### src/rtl/mst_ch_sched_pkg.sv
// mst_ch_sched_pkg: shared widths and scheduler state encoding
package mst_ch_sched_pkg;
  localparam int CNT_CHANNLS = 4;
  localparam int WIDTH_DATA  = 32;
  localparam int WIDTH_CH    = $clog2(CNT_CHANNLS);
  localparam int WIDTH_BE    = WIDTH_DATA / 8;
  typedef enum logic [1:0] {S_IDLE, S_GRANT, S_BURST, S_GAP} sched_state_t;
endpackage

### src/rtl/mst_ch_sched_if.sv
// mst_ch_sched_if: generator channel handshake plus FT601 write bus
interface mst_ch_sched_if;
  import mst_ch_sched_pkg::*;
  logic [CNT_CHANNLS-1:0] ch_en;
  logic [CNT_CHANNLS-1:0] ch_rdy;
  logic [WIDTH_DATA-1:0]  ch_dat [CNT_CHANNLS];
  logic                   ch_req [CNT_CHANNLS];
  logic                   wr_valid;
  logic                   wr_ready;
  logic [WIDTH_DATA-1:0]  wr_data;
  logic [WIDTH_BE-1:0]    wr_be;
  logic [WIDTH_CH-1:0]    wr_ch;
  logic                   wr_last;
  modport master (
    input  ch_en, ch_rdy, ch_dat, wr_ready,
    output ch_req, wr_valid, wr_data, wr_be, wr_ch, wr_last
  );
  modport slave (
    output ch_en, ch_rdy, ch_dat, wr_ready,
    input  ch_req, wr_valid, wr_data, wr_be, wr_ch, wr_last
  );
endinterface

### src/rtl/mst_rr_pick.sv
// mst_rr_pick: combinational circular priority picker starting after ptr
module mst_rr_pick
  import mst_ch_sched_pkg::*;
(
  input  logic [CNT_CHANNLS-1:0] req,
  input  logic [WIDTH_CH-1:0]    ptr,
  output logic [WIDTH_CH-1:0]    idx,
  output logic                   any
);
  logic [WIDTH_CH-1:0] j;
  // scan from the slot furthest from ptr down to ptr+1 so the nearest requester wins
  always_comb begin
    idx = '0;
    j   = '0;
    for (int k = CNT_CHANNLS; k >= 1; k--) begin
      j = WIDTH_CH'((int'(ptr) + k) % CNT_CHANNLS);
      if (req[j]) idx = j;
    end
    any = |req;
  end
endmodule

### src/rtl/mst_ch_sched.sv
// mst_ch_sched: round-robin burst scheduler from generator channels to the FT601 write path
module mst_ch_sched
  import mst_ch_sched_pkg::*;
#(
  parameter int WIDTH_BURST = 12,
  parameter int GAP_CYCLES  = 2
) (
  input  logic                   clk,
  input  logic                   rst,
  input  logic                   bus16,
  input  logic [WIDTH_BURST-1:0] burst_len,
  mst_ch_sched_if.master         bus,
  output logic                   burst_abort,
  output logic                   busy
);
  localparam int WIDTH_GAP = GAP_CYCLES > 1 ? $clog2(GAP_CYCLES) : 1;
  sched_state_t           state_q, state_d;
  logic [WIDTH_CH-1:0]    sel_q, sel_d, rr_q, rr_d, pick;
  logic [WIDTH_BURST-1:0] cnt_q, cnt_d;
  logic [WIDTH_GAP-1:0]   gap_q, gap_d;
  logic                   abort_q, abort_d;
  logic                   any, en_sel, rdy_sel, accept, gap_end;

  mst_rr_pick u_pick (
    .req (bus.ch_en & bus.ch_rdy),
    .ptr (rr_q),
    .idx (pick),
    .any (any)
  );

  // state and burst bookkeeping registers
  always_ff @(posedge clk or posedge rst) begin
    if (rst) begin
      state_q <= S_IDLE;
      sel_q   <= '0;
      rr_q    <= WIDTH_CH'(CNT_CHANNLS - 1);
      cnt_q   <= '0;
      gap_q   <= '0;
      abort_q <= 1'b0;
    end else begin
      state_q <= state_d;
      sel_q   <= sel_d;
      rr_q    <= rr_d;
      cnt_q   <= cnt_d;
      gap_q   <= gap_d;
      abort_q <= abort_d;
    end
  end

  // next state: grant re-picks so a requester that vanished since IDLE yields no burst
  always_comb begin
    state_d = state_q;
    sel_d   = sel_q;
    rr_d    = rr_q;
    cnt_d   = cnt_q;
    gap_d   = gap_q;
    abort_d = 1'b0;
    gap_end = GAP_CYCLES == 0 || int'(gap_q) >= GAP_CYCLES - 1;
    case (state_q)
      S_IDLE:  state_d = any ? S_GRANT : S_IDLE;
      S_GRANT: begin
        state_d = any ? S_BURST : S_IDLE;
        sel_d   = any ? pick : sel_q;
        cnt_d   = burst_len == '0 ? '0 : burst_len - 1'b1;
      end
      S_BURST: begin
        if (!en_sel || (accept && cnt_q == '0)) begin
          state_d = GAP_CYCLES == 0 ? S_IDLE : S_GAP;
          rr_d    = sel_q;
          gap_d   = '0;
          abort_d = !en_sel;
        end else if (accept) begin
          cnt_d = cnt_q - 1'b1;
        end
      end
      default: begin
        state_d = gap_end ? S_IDLE : S_GAP;
        gap_d   = gap_end ? '0 : gap_q + 1'b1;
      end
    endcase
  end

  // outputs: beat qualification, generator advance and data mux are combinational
  always_comb begin
    en_sel       = bus.ch_en[sel_q];
    rdy_sel      = bus.ch_rdy[sel_q];
    bus.wr_valid = state_q == S_BURST && en_sel && rdy_sel;
    accept       = bus.wr_valid && bus.wr_ready;
    bus.wr_last  = bus.wr_valid && cnt_q == '0;
    bus.wr_data  = bus.ch_dat[sel_q];
    bus.wr_ch    = sel_q;
    bus.wr_be    = bus16 ? WIDTH_BE'((1 << (WIDTH_DATA / 16)) - 1) : '1;
    for (int i = 0; i < CNT_CHANNLS; i++) bus.ch_req[i] = accept && sel_q == WIDTH_CH'(i);
    busy         = state_q != S_IDLE;
    burst_abort  = abort_q;
  end
endmodule

### src/flat_wrapper.sv
// flat-port wrapper written by rule: the top's interface ports become plain ports
module mst_ch_sched_flat import mst_ch_sched_pkg::*;
#(
  parameter int WIDTH_BURST = 12,
  parameter int GAP_CYCLES  = 2
)
  (clk, rst, bus16, burst_len, burst_abort, busy, bus_ch_en, bus_ch_rdy, bus_ch_dat, bus_wr_ready, bus_ch_req, bus_wr_valid, bus_wr_data, bus_wr_be, bus_wr_ch, bus_wr_last);
  mst_ch_sched_if bus_i ();
  input  logic clk;
  input  logic rst;
  input  logic bus16;
  input  logic [WIDTH_BURST-1:0] burst_len;
  output logic burst_abort;
  output logic busy;
  input wire logic [$bits(bus_i.ch_en)-1:0] bus_ch_en;
  input wire logic [$bits(bus_i.ch_rdy)-1:0] bus_ch_rdy;
  input wire logic [$bits(bus_i.ch_dat)-1:0] bus_ch_dat;
  input wire logic [$bits(bus_i.wr_ready)-1:0] bus_wr_ready;
  output wire logic [$bits(bus_i.ch_req)-1:0] bus_ch_req;
  output wire logic [$bits(bus_i.wr_valid)-1:0] bus_wr_valid;
  output wire logic [$bits(bus_i.wr_data)-1:0] bus_wr_data;
  output wire logic [$bits(bus_i.wr_be)-1:0] bus_wr_be;
  output wire logic [$bits(bus_i.wr_ch)-1:0] bus_wr_ch;
  output wire logic [$bits(bus_i.wr_last)-1:0] bus_wr_last;
  assign bus_i.ch_en = bus_ch_en;
  assign bus_i.ch_rdy = bus_ch_rdy;
  assign bus_i.ch_dat = {>>{bus_ch_dat}};
  assign bus_i.wr_ready = bus_wr_ready;
  assign bus_ch_req = {>>{bus_i.ch_req}};
  assign bus_wr_valid = bus_i.wr_valid;
  assign bus_wr_data = bus_i.wr_data;
  assign bus_wr_be = bus_i.wr_be;
  assign bus_wr_ch = bus_i.wr_ch;
  assign bus_wr_last = bus_i.wr_last;
  mst_ch_sched #(.WIDTH_BURST(WIDTH_BURST), .GAP_CYCLES(GAP_CYCLES)) u_core (.clk(clk), .rst(rst), .bus16(bus16), .burst_len(burst_len), .bus(bus_i), .burst_abort(burst_abort), .busy(busy));
endmodule
### config.mk
export PLATFORM = sky130hd
export DESIGN_NAME = mst_ch_sched_flat
export DESIGN_NICKNAME = d
export VERILOG_FILES = /design/src/rtl/mst_ch_sched_pkg.sv /design/src/rtl/mst_ch_sched_if.sv /design/src/rtl/mst_rr_pick.sv /design/src/rtl/mst_ch_sched.sv /design/src/flat_wrapper.sv
export SDC_FILE = /design/constraint.sdc
export NUM_CORES = 1
export LEC_CHECK = 0
export ABC_CLOCK_PERIOD_IN_PS = 3190
export BUFFER_PORTS_ARGS = -buffer_cell sky130_fd_sc_hd__clkbuf_2
export CORE_MARGIN = 2
export CORE_UTILIZATION = 25
export CTS_BUF_LIST = sky130_fd_sc_hd__clkbuf_2 sky130_fd_sc_hd__clkbuf_4 sky130_fd_sc_hd__clkbuf_8
export DETAILED_ROUTE_END_ITERATION = 12
export PLACE_DENSITY = 0.58
export SKIP_CTS_REPAIR_TIMING = 1
export SYNTH_ARGS = -nofsm -noshare
export SYNTH_HDL_FRONTEND = slang
export SYNTH_SLANG_ARGS = --single-unit
export TNS_END_PERCENT = 5
### constraint.sdc
create_clock -name clk -period 3.19 [get_ports clk]
set_clock_uncertainty 0.15 [all_clocks]
set_input_delay 0.319 -clock clk [delete_from_list [all_inputs] [get_ports clk]]
set_output_delay 0.319 -clock clk [all_outputs]
set_load 0.05 [all_outputs]
---- After elaboration in Yosys (flattened, before gate mapping) ----
Index checks and enable logic that the tools add are counted.
cells by class
  $add $sub $neg .......................... 7
  $mul .................................... 0
  divide/modulo/power cells ............... 0
  magnitude comparators ................... 7
  equal/unequal tests ..................... 8
  shift-type cells ........................ 0
  muxes and demuxes ....................... 34
  bitwise gates (word level) .............. 3
  reductions and logical operators ........ 23
operators with widths
  kind                   count
  $bmux 32 s2            1
  $mux 32                2
  $mux 12                3
  $logic_not 12->1       2
  $pmux 12 s2            1
  $sub 12x1->12 const B  2
  $lt 2x3->1 const B     5
  $mux 2                 7
  $bmux 1 s2             6
  $mux 1                 11
  $logic_and 1x1->1      9
  $eq 2x2->1 const B     3
  $pmux 2 s3             1
  $reduce_and 2->1       3
  $add 2x1->2 const B    2
  $add 2x2->2 const B    2
  $and 4x4->4            1
  $eq 2x1->1 const B     2
  $logic_not 2->1        2
  $mux 4                 1
  $ne 2x1->1 const B     2
  $reduce_bool 2->1      2
  $reduce_or 4->1        1
  $ge 3x3->1 const B     1
  10 further kinds       10
storage, ports and cells
  bits in registers ....................... 20
  latch bits .............................. 0
  bits in writable memories ............... 0
  ROM bits ................................ 0
  input bits .............................. 152
  output and inout bits ................... 46
  word-level logic and storage cells ...... 88
  memories kept ........................... 0

---- Longest topological paths before layout ----
Gate-level depths: netlist of the first run.
  depth after elaboration ................. 9
  gate-level depth with buffers ........... 8
  gate-level depth less buffers ........... 7

---- By module ----
Synthesis of the first run repeated with hierarchy kept, for this count alone.
unflattened totals
  cell total of the unflattened synthesis .. 236
  area total of the unflattened synthesis .. 2427.3 sq um
modules (own cells, without submodules)
  module        instances  cells each  area each (sq um)  seq. area each (sq um)
  mst_ch_sched  1          222         2336.0             503.0
  mst_rr_pick   1          14          91.3               0.0

---- Worst setup path before layout of the first run ----
OpenSTA, ideal clock, no wires.
  kind .................................... register -> output
  start ................................... register u_core.sel_q[0], in the netlist u_core.bus.wr_ch[0]
  end ..................................... output bus_ch_req[2]
  data arrival time ....................... 2.871 ns
  data required time ...................... 2.721 ns
  path slack .............................. -0.150 ns
  cell stages (with the launch flop) ...... 7
  buffers on the path ..................... 1
  cells stage by stage .................... dfrtp_1 buf_6 mux2i_1 mux2i_1 and3_1 nand2_1 nor3_1
on the way
  word-level cells in the longest chain between the ends .. 6
  elaborated cells on any way between the ends .. 9
  classes of those cells .................. eq/ne: 1; mux: 4; reduce/logical: 4
RTL lines
  element                       line                source
  from (decl)                   mst_ch_sched.sv:18  logic [WIDTH_CH-1:0] sel_q, sel_d, rr_q, rr_d, pick;
  from (signal assigned)        mst_ch_sched.sv:42  sel_q <= sel_d;
  $bmux 1 s2                    mst_ch_sched.sv:85  en_sel = bus.ch_en[sel_q];
  $mux 1 (implied by the code)  mst_ch_sched.sv:85
  $logic_and 1x1->1             mst_ch_sched.sv:87  bus.wr_valid = state_q == S_BURST && en_sel && rdy_sel;
  $logic_and 1x1->1 *           mst_ch_sched.sv:87
  named net bus_wr_valid        flat_wrapper.sv:20  output wire logic [$bits(bus_i.wr_valid)-1:0] bus_wr_valid;
  $logic_and 1x1->1 *           mst_ch_sched.sv:88  accept = bus.wr_valid && bus.wr_ready;
  $logic_and 1x1->1 *           mst_ch_sched.sv:93  for (int i = 0; i < CNT_CHANNLS; i++) bus.ch_req[i] = accept && sel_q == WIDTH_CH'(i);
  to (decl)                     flat_wrapper.sv:19  output wire logic [$bits(bus_i.ch_req)-1:0] bus_ch_req;
The timed path passes the listed nets; every way through them passes the cells marked *. The select of a mux whose other input is x is not followed.

---- Worst setup path after layout of the first run ----
  start ................................... register u_core.sel_q[0], in the netlist u_core.bus.wr_ch[0]
  end ..................................... output bus_wr_data[12]
on the way
  word-level cells in the longest chain between the ends .. 4
RTL lines
  element                                      line                source
  $not 2->3 (implied by the code)              mst_ch_sched.sv:90  bus.wr_data = bus.ch_dat[sel_q];
  $bmux 32 s2                                  mst_ch_sched.sv:90
  $mux 32 (implied by the code) (2 in series)  mst_ch_sched.sv:90
  to (decl)                                    flat_wrapper.sv:21  output wire logic [$bits(bus_i.wr_data)-1:0] bus_wr_data;
No other way between the ends. The select of a mux whose other input is x is not followed.

==> impl_results.md, run 1 <==
* Status: finished clean
* Cell taking the most area after synthesis: mux4_2
* Share of the synthesized area in the top cell type at 28.2%
* CTS tree: yes
* Synth async-reset ratio at 100%
* Worst IR Drop VDD at 0.387 mV
* Minimum clock period at between 2 and 3 ns
* Setup TNS at 0 ns
* WL met3 at ~1.5 mm
* Yosys warning total at 0
* GRT Total Usage at 21.8%
* Pre-CTS setup slack at 0.819 ns
* WL per Instance at 21.3 um
* CP endpoint kind: output pin
* Critical path required time at 2.72 ns
* Layout area overhead at 48.9%
* Worst-Skew Late Latency at about 0.26 ns
* Metal-1 WL at 4.49 mm
* Crit path buf inv count at 2
* Final-report setup violation count at 0
* Fin crit share at 81.9%
* Final nets at 592
* CP max stage cell: mux4_2
* Top cell types by occurrence after synthesis: 31 x mux4_2, 23 x nand2_1, 18 x dfrtp_1, 18 x nor2_1, 12 x nor3_1
* Initial DRC count at 150
* Total gr overflow at 0
* Core region area at around 9700 sq um
* Hold Crit Class: input pin to async pin
* Prevailing post-synth register cell: dfrtp_1
* # rows at 36
* I/O pin cnt at 198
* F_max at 383 MHz
* Sink Count at 20
* I/O Buffers at 195
* Uppermost layer routed: met4
* Startpoint Class: flop
* Initial Util at 25.6%
* Mean Syn Cell Area at 10.2 sq um
* First-pass GRT wire length at around 18 mm
* CP max FO at 18
* Die W at 104 um
* Unrepaired setup endpoints after global routing: false
* Detailed Routing Iterations Pass 1 at 4
* GP Congestion at 0.954
* Inst Count DP at 560
* Largest net degree at the start of global routing at 25
* MaxCap Viol Count at 0
* CTS root buf: clkbuf_8
* Area contributors post-synth: mux4_2 28%, dfrtp_1 18%, ha_1 4.0%
* CTS buffer count at 3
* Final Hold Viols at 0
* Leak at 0.00178 uW
* CP Class: flop to output pin
* Clk slew on worst S/H paths at 0.08 ns
* Slew at the pin with the worst max-slew slack at around 0.8 ns
* Slew Limit Fails at 0
* Final Core Density at 38.1%
* Number of synthesized flops with an enable pin at 0
* Vias in the first global route at 2973
* Finished Layout Cells at 566
* CP top delay family: buffers and inverters
* Sequential-to-total area share from yosys stat at approximately 20%
* Mapped cell area at 2480 sq um
* Most common cell in the netlist: mux4_2
* Met2 routed WL at ~5.8 mm
* H-tree depth at 1
* Crit-path cells: buf_4 > mux4_2 > clkbuf_2
* Die area at 10700 sq um
* Total wire length at roughly 12 mm
* Critical Path AT at between 2 and 2.5 ns
* Post-DRT Antenna Nets at 0
* Vias/cell at 5.15
* PwrDens at between 900 and 1000 nW/um^2
* FF-to-FF setup slack at 0.89 ns
* DRC violations left at 0
* Worst slew margin at 46.9%
* Clock Path Buffers at 2
* Synth Instances at 244
* Final worst slack at 0.576 ns
* CP peak stage delay at 0.63 ns
* Initial antenna violation count at 2
* Share of cells above drive strength 1 at 58.7%
* DP HPWL at ~11 mm
* DR vias at just under 3000
* Die Y at 104 um
* Register bit total from synthesis at 20
* Yosys cell types at 68
==> metrics by stage <==
stage               total power (uW)  hold slack [ns]  instance area, sq um
finish                          3410           0.0289                  3690
global route                    3610            0.106                  3690
CTS                             3430           0.0621                  3690
detailed placement              3210            0.344                  3630
global placement                3200            0.341                  3630
floorplan                       2560            0.131                  2480
==> area by class of cell <==
class | instances | area [sq um]
Inverter | 12 | 45.0
Multi-Input combinational cell | 195 | 1840
Tap cell | 133 | 166
Timing Repair Buffer | 200 | 1070
Fill cell | 1020 | 5990
Antenna cell | 2 | 5.00
Clock buffer | 4 | 55.1
Sequential cell | 20 | 504
==> path summary, 6_finish.rpt <==
path | startpoint | to | cells after the start
setup / recovery | u_core.bus.wr_ch[0]$_DFFE_PP0P_ | bus_wr_data[12] | 3
hold / removal | rst | u_core.burst_abort$_DFF_PP0_ | 2
setup reg to reg | u_core.state_q[0]$_DFFE_PP0P_ | u_core.cnt_q[9]$_DFFE_PP0P_ | 7
hold reg to reg | u_core.cnt_q[7]$_DFFE_PP0P_ | u_core.cnt_q[7]$_DFFE_PP0P_ | 2
max in group asynchronous | rst | u_core.bus.wr_ch[0]$_DFFE_PP0P_ | 2
min in group clk | burst_len[0] | u_core.cnt_q[0]$_DFFE_PP0P_ | 2
==> flip-flops by register name (all words and copies together) (netlist names) <==
signal / flops
u_core.cnt_q: 12
u_core.bus.wr_ch: 2
u_core.rr_q: 2
u_core.state_q: 2
u_core.burst_abort: 1
u_core.gap_q: 1
==> routing by layer <==
metal  track usage [%]  vias up
li1                  -     1331
met1              28.0     1400
met2              36.9      166
met3              5.03       18
met4              6.27        0
met5                 0        -
==> cell usage in the layout, fill, tap and decap left out, types with 2 or more instances in the layout <==
cell type / count
mux4_2: 31
mux4_1: 2
mux2i_1: 5
o311ai_1: 2
nor2b_1: 3
xnor2_1: 4
inv_1: 11
dfstp_2: 2
o21ai_1: 2
conb_1: 2
a22oi_1: 2
dfrtp_1: 17
nand3b_1: 4
nor4_1: 3
xor2_1: 3
clkbuf_2: 191
clkbuf_8: 4
nor3_1: 12
diode_2: 2
nor4b_1: 3
and3_1: 3
mux2_2: 4
nor2_1: 18
o211ai_1: 2
or3_1: 2
a21oi_1: 5
o21ai_0: 5
ha_1: 8
nand2_1: 23
o31ai_1: 4
buf_12: 4
nor4_2: 2
buf_4: 5
nand3_1: 9
==> logic make-up after synthesis <==
kind of cell             after synthesis  share of synthesized area, %
other                                  1                         0.151
AND/OR/NAND/NOR                       94                          20.6
AO/OA/AOI/OAI                         41                          12.3
adder cells (fa/ha/maj)                8                          4.04
flip-flops                            20                          20.3
XOR/XNOR                               7                          2.47
multiplexers                          43                          34.6
buffers and inverters                 30                          5.55
==> power by group <==
group          leakage, uW  total (uW)  internal (uW)  switching [uW]
clock            0.0000288         200            110            89.6
combinational      0.00152        2640            936            1710
sequential        0.000236         565            394             171
(Power assumes the default switching activity.)
==> inputs of run 2 (changes only) <==
--- a/config.mk
+++ b/config.mk
@@ -5,13 +5,13 @@
 export SDC_FILE = /design/constraint.sdc
 export NUM_CORES = 1
 export LEC_CHECK = 0
-export ABC_CLOCK_PERIOD_IN_PS = 3190
+export ABC_CLOCK_PERIOD_IN_PS = 2200
 export BUFFER_PORTS_ARGS = -buffer_cell sky130_fd_sc_hd__clkbuf_2
 export CORE_MARGIN = 2
 export CORE_UTILIZATION = 25
 export CTS_BUF_LIST = sky130_fd_sc_hd__clkbuf_2 sky130_fd_sc_hd__clkbuf_4 sky130_fd_sc_hd__clkbuf_8
 export DETAILED_ROUTE_END_ITERATION = 12
-export PLACE_DENSITY = 0.58
+export PLACE_DENSITY = 0.6
 export SKIP_CTS_REPAIR_TIMING = 1
 export SYNTH_ARGS = -nofsm -noshare
 export SYNTH_HDL_FRONTEND = slang
==> constraint.sdc (replaced) <==
create_clock -name clk -period 2.2 [get_ports clk]
set_clock_uncertainty 0.15 [all_clocks]
set_input_delay 0.22 -clock clk [delete_from_list [all_inputs] [get_ports clk]]
set_output_delay 0.22 -clock clk [all_outputs]
set_load 0.05 [all_outputs]
==> run 2 against run 1 <==
Net effect: the flow now finishes with violations (hold timing, setup timing); setup slack got worse by 0.61 ns; total power up 57%; first-iteration DRC count up 6.0%; sequential cell count stayed put; sequential power rose by 35%; sequential share of layout area fell by 0.81 points; combinational power is 64% higher; via count increased by 2.4%; die area unchanged; global-route usage down 0.087 points; final cell count is 3.2% higher; critical path depth increased by 1.
==> impl_results.md, run 2 (synthesis results as in run 1) <==
* Status: finished, violations left (was finished clean)
* Failing checks: hold timing, setup timing
* Largest net degree at the start of global routing at 32 (was 25)
* Commonest non-fill, non-tap cells in the layout: 166 x clkbuf_2, 31 x mux4_2, 23 x buf_2 (was 191 x clkbuf_2, 31 x mux4_2, 23 x nand2_1)
* CTS tree: yes (unchanged)
* Switching power at 3000 uW (was 1970 uW)
* CP Class: flop to output pin (unchanged)
* Fin crit share at 102%
* Pre-CTS setup slack at -0.0200 ns (was 0.819 ns)
* Core region area at 9680 sq um (unchanged)
* Detailed Routing Iterations Pass 1 at 4 (unchanged)
* Initial antenna violation count at 5 (was 2)
* Worst Reg2Reg Path Length in Cells at 7 (unchanged)
* I/O Buffers at 195 (unchanged)
* GRT Total Usage at 21.8% (about the same)
* DRC violations left at 0 (unchanged)
* Cell-internal power at 2350 uW (was 1440 uW)
* Commonest non-fill, non-tap cell in the layout: clkbuf_2 (unchanged)
* Vias in the first global route at 2960 (was 2973)
* Largest register FFs at 12 (unchanged)
* Layout area overhead at 58.7% (was 48.9%)
* Critical path required time at 1.83 ns (was 2.72 ns)
* Post-DRT Antenna Nets at 0 (unchanged)
* Clk slew on worst S/H paths at 0.08 ns (about the same)
* Logic gate share of total power at 80.7% (was 77.6%)
* DP HPWL at 10.7 mm (was 10.5 mm)
* CTS buffer count at 3 (unchanged)
* I/O pin cnt at 198 (unchanged)
* Die Y at 104 um (unchanged)
* Slew Limit Fails at 0 (unchanged)
* Number of fill cells at 960 (was 1020)
* First-pass GRT wire length at 17.5 mm (was 17.7 mm)
* Initial Util at 25.6% (unchanged)
* Worst slew margin at 47.0% (was 46.9%)
* Final nets at 610 (was 592)
* GP Congestion at 0.995 (was 0.954)
* Startpoint Class: flop (unchanged)
* Switching part of the total at 56.0% (was 57.7%)
* Top reg by flops: u_core.cnt_q (unchanged)
* CP max stage cell: mux4_2 (unchanged)
* Seq pwr share at 14.2% (was 16.6%)
* WHS at -0.0750 ns (was 0.0289 ns)
* Clock Path Buffers at 2 (unchanged)
* Final worst slack at -0.0339 ns (was 0.576 ns)
* Crit-path cells: mux4_2 > and3_4 > and2_4 > buf_6 (was buf_4 > mux4_2 > clkbuf_2)
* Worst-Skew Late Latency at 0.26 ns (about the same)
* PwrDens at 1360 nW/um^2 (was 923 nW/um^2)
* Sink Count at 20 (unchanged)
* # rows at 36 (unchanged)
* Total wire length at 12.2 mm (was 12.1 mm)
* Initial DRC count at 159 (was 150)
* DR vias at 2985 (was 2915)
* Final Hold Viols at 18 (was 0)
* Worst IR Drop VDD at 0.518 mV (was 0.387 mV)
* CTS root buf: clkbuf_8 (unchanged)
* F_max at 448 MHz
* Slew at the pin with the worst max-slew slack at 0.794 ns (was 0.795 ns)
* Die area at 10700 sq um (unchanged)
* Die W at 104 um (unchanged)
* H-tree depth at 1 (unchanged)
* Unrepaired setup endpoints after global routing: true (was false)
* CP max FO at 7 (was 18)
* Setup TNS at -0.180 ns (was 0 ns)
* CP peak stage delay at 0.56 ns (was 0.63 ns)
* Leak at 0.00188 uW (was 0.00178 uW)
* Share of cells above drive strength 1 at 64.1% (was 58.7%)
* Hold Crit Class: input pin to async pin (unchanged)
* Vias/cell at 5.11 (was 5.15)
* Total gr overflow at 0 (unchanged)
* Critical Path AT at 1.86 ns (was 2.14 ns)
* Clock network fraction of total power at 5.1% (was 5.9%)
* WL per Instance at 20.9 um (was 21.3 um)
* FF-to-FF setup slack at 0.06 ns (was 0.89 ns)
* Minimum clock period at 2.23 ns
* Final-report setup violation count at 10 (was 0)
* CP endpoint kind: output pin (unchanged)
* MaxCap Viol Count at 0 (unchanged)
[run 2: final cells by class]
type | count | area, sq um | area share, %
Multi-Input combinational cell | 195 | 1950 | 49.7
Timing Repair Buffer | 218 | 1210 | 30.8
Sequential cell | 20 | 505 | 12.8
Tap cell | 133 | 166 | 4.23
Clock buffer | 4 | 48.8 | 1.24
Inverter | 12 | 45.0 | 1.14
Antenna cell | 2 | 5.00 | 0.127
[run 2: final timing paths]
check	startpoint	end
min reg2reg	u_core.gap_q$_DFFE_PP0P_	u_core.gap_q$_DFFE_PP0P_
max in group asynchronous	rst	u_core.bus.wr_ch[1]$_DFFE_PP0P_
min in group clk	burst_len[0]	u_core.cnt_q[0]$_DFFE_PP0P_
max	u_core.bus.wr_ch[0]$_DFFE_PP0P_	bus_wr_last
min	rst	u_core.burst_abort$_DFF_PP0_
max reg2reg	u_core.cnt_q[1]$_DFFE_PP0P_	u_core.cnt_q[9]$_DFFE_PP0P_
[run 2: through the flow]
stage	instance area (sq um)	instances	hold WS, ns	util, %	power (uW)
6_report	3940	584	-0.0750	40.6	5350
5_1_grt	3940	584	0.00452	40.6	5630
4_1_cts	3800	579	-0.0390	39.2	5190
3_5_place_dp	3750	575	0.248	38.7	4910
3_3_place_gp	3750	575	0.239	38.7	4890
2_1_floorplan	2540	245	0.0322	-	3760
[run 2: critical path, delay by kind of cell, from the launching register on]
family	cells	cell delay, ns
buffers and inverters	1	0.14
flip-flops	1	0.51
multiplexers	1	0.56
AND/OR/NAND/NOR	2	0.39
[run 2: power groups by stage]
stage / sequential, uW / clock (uW) / combinational (uW)
2_1_floorplan: 800 / 0 / 2960
3_3_place_gp: 743 / 0 / 4150
3_5_place_dp: 744 / 0 / 4160
4_1_cts: 740 / 276 / 4180
5_1_grt: 786 / 290 / 4560
6_report: 761 / 271 / 4320
[run 2: layer usage]
layer	vias to the layer above	wire length [um]	global-route usage, %
met4	4	390	6.76
met1	1446	4830	26.7
met5	-	23	0
li1	1367	-	-
met2	146	5820	35.7
met3	22	1150	7.99
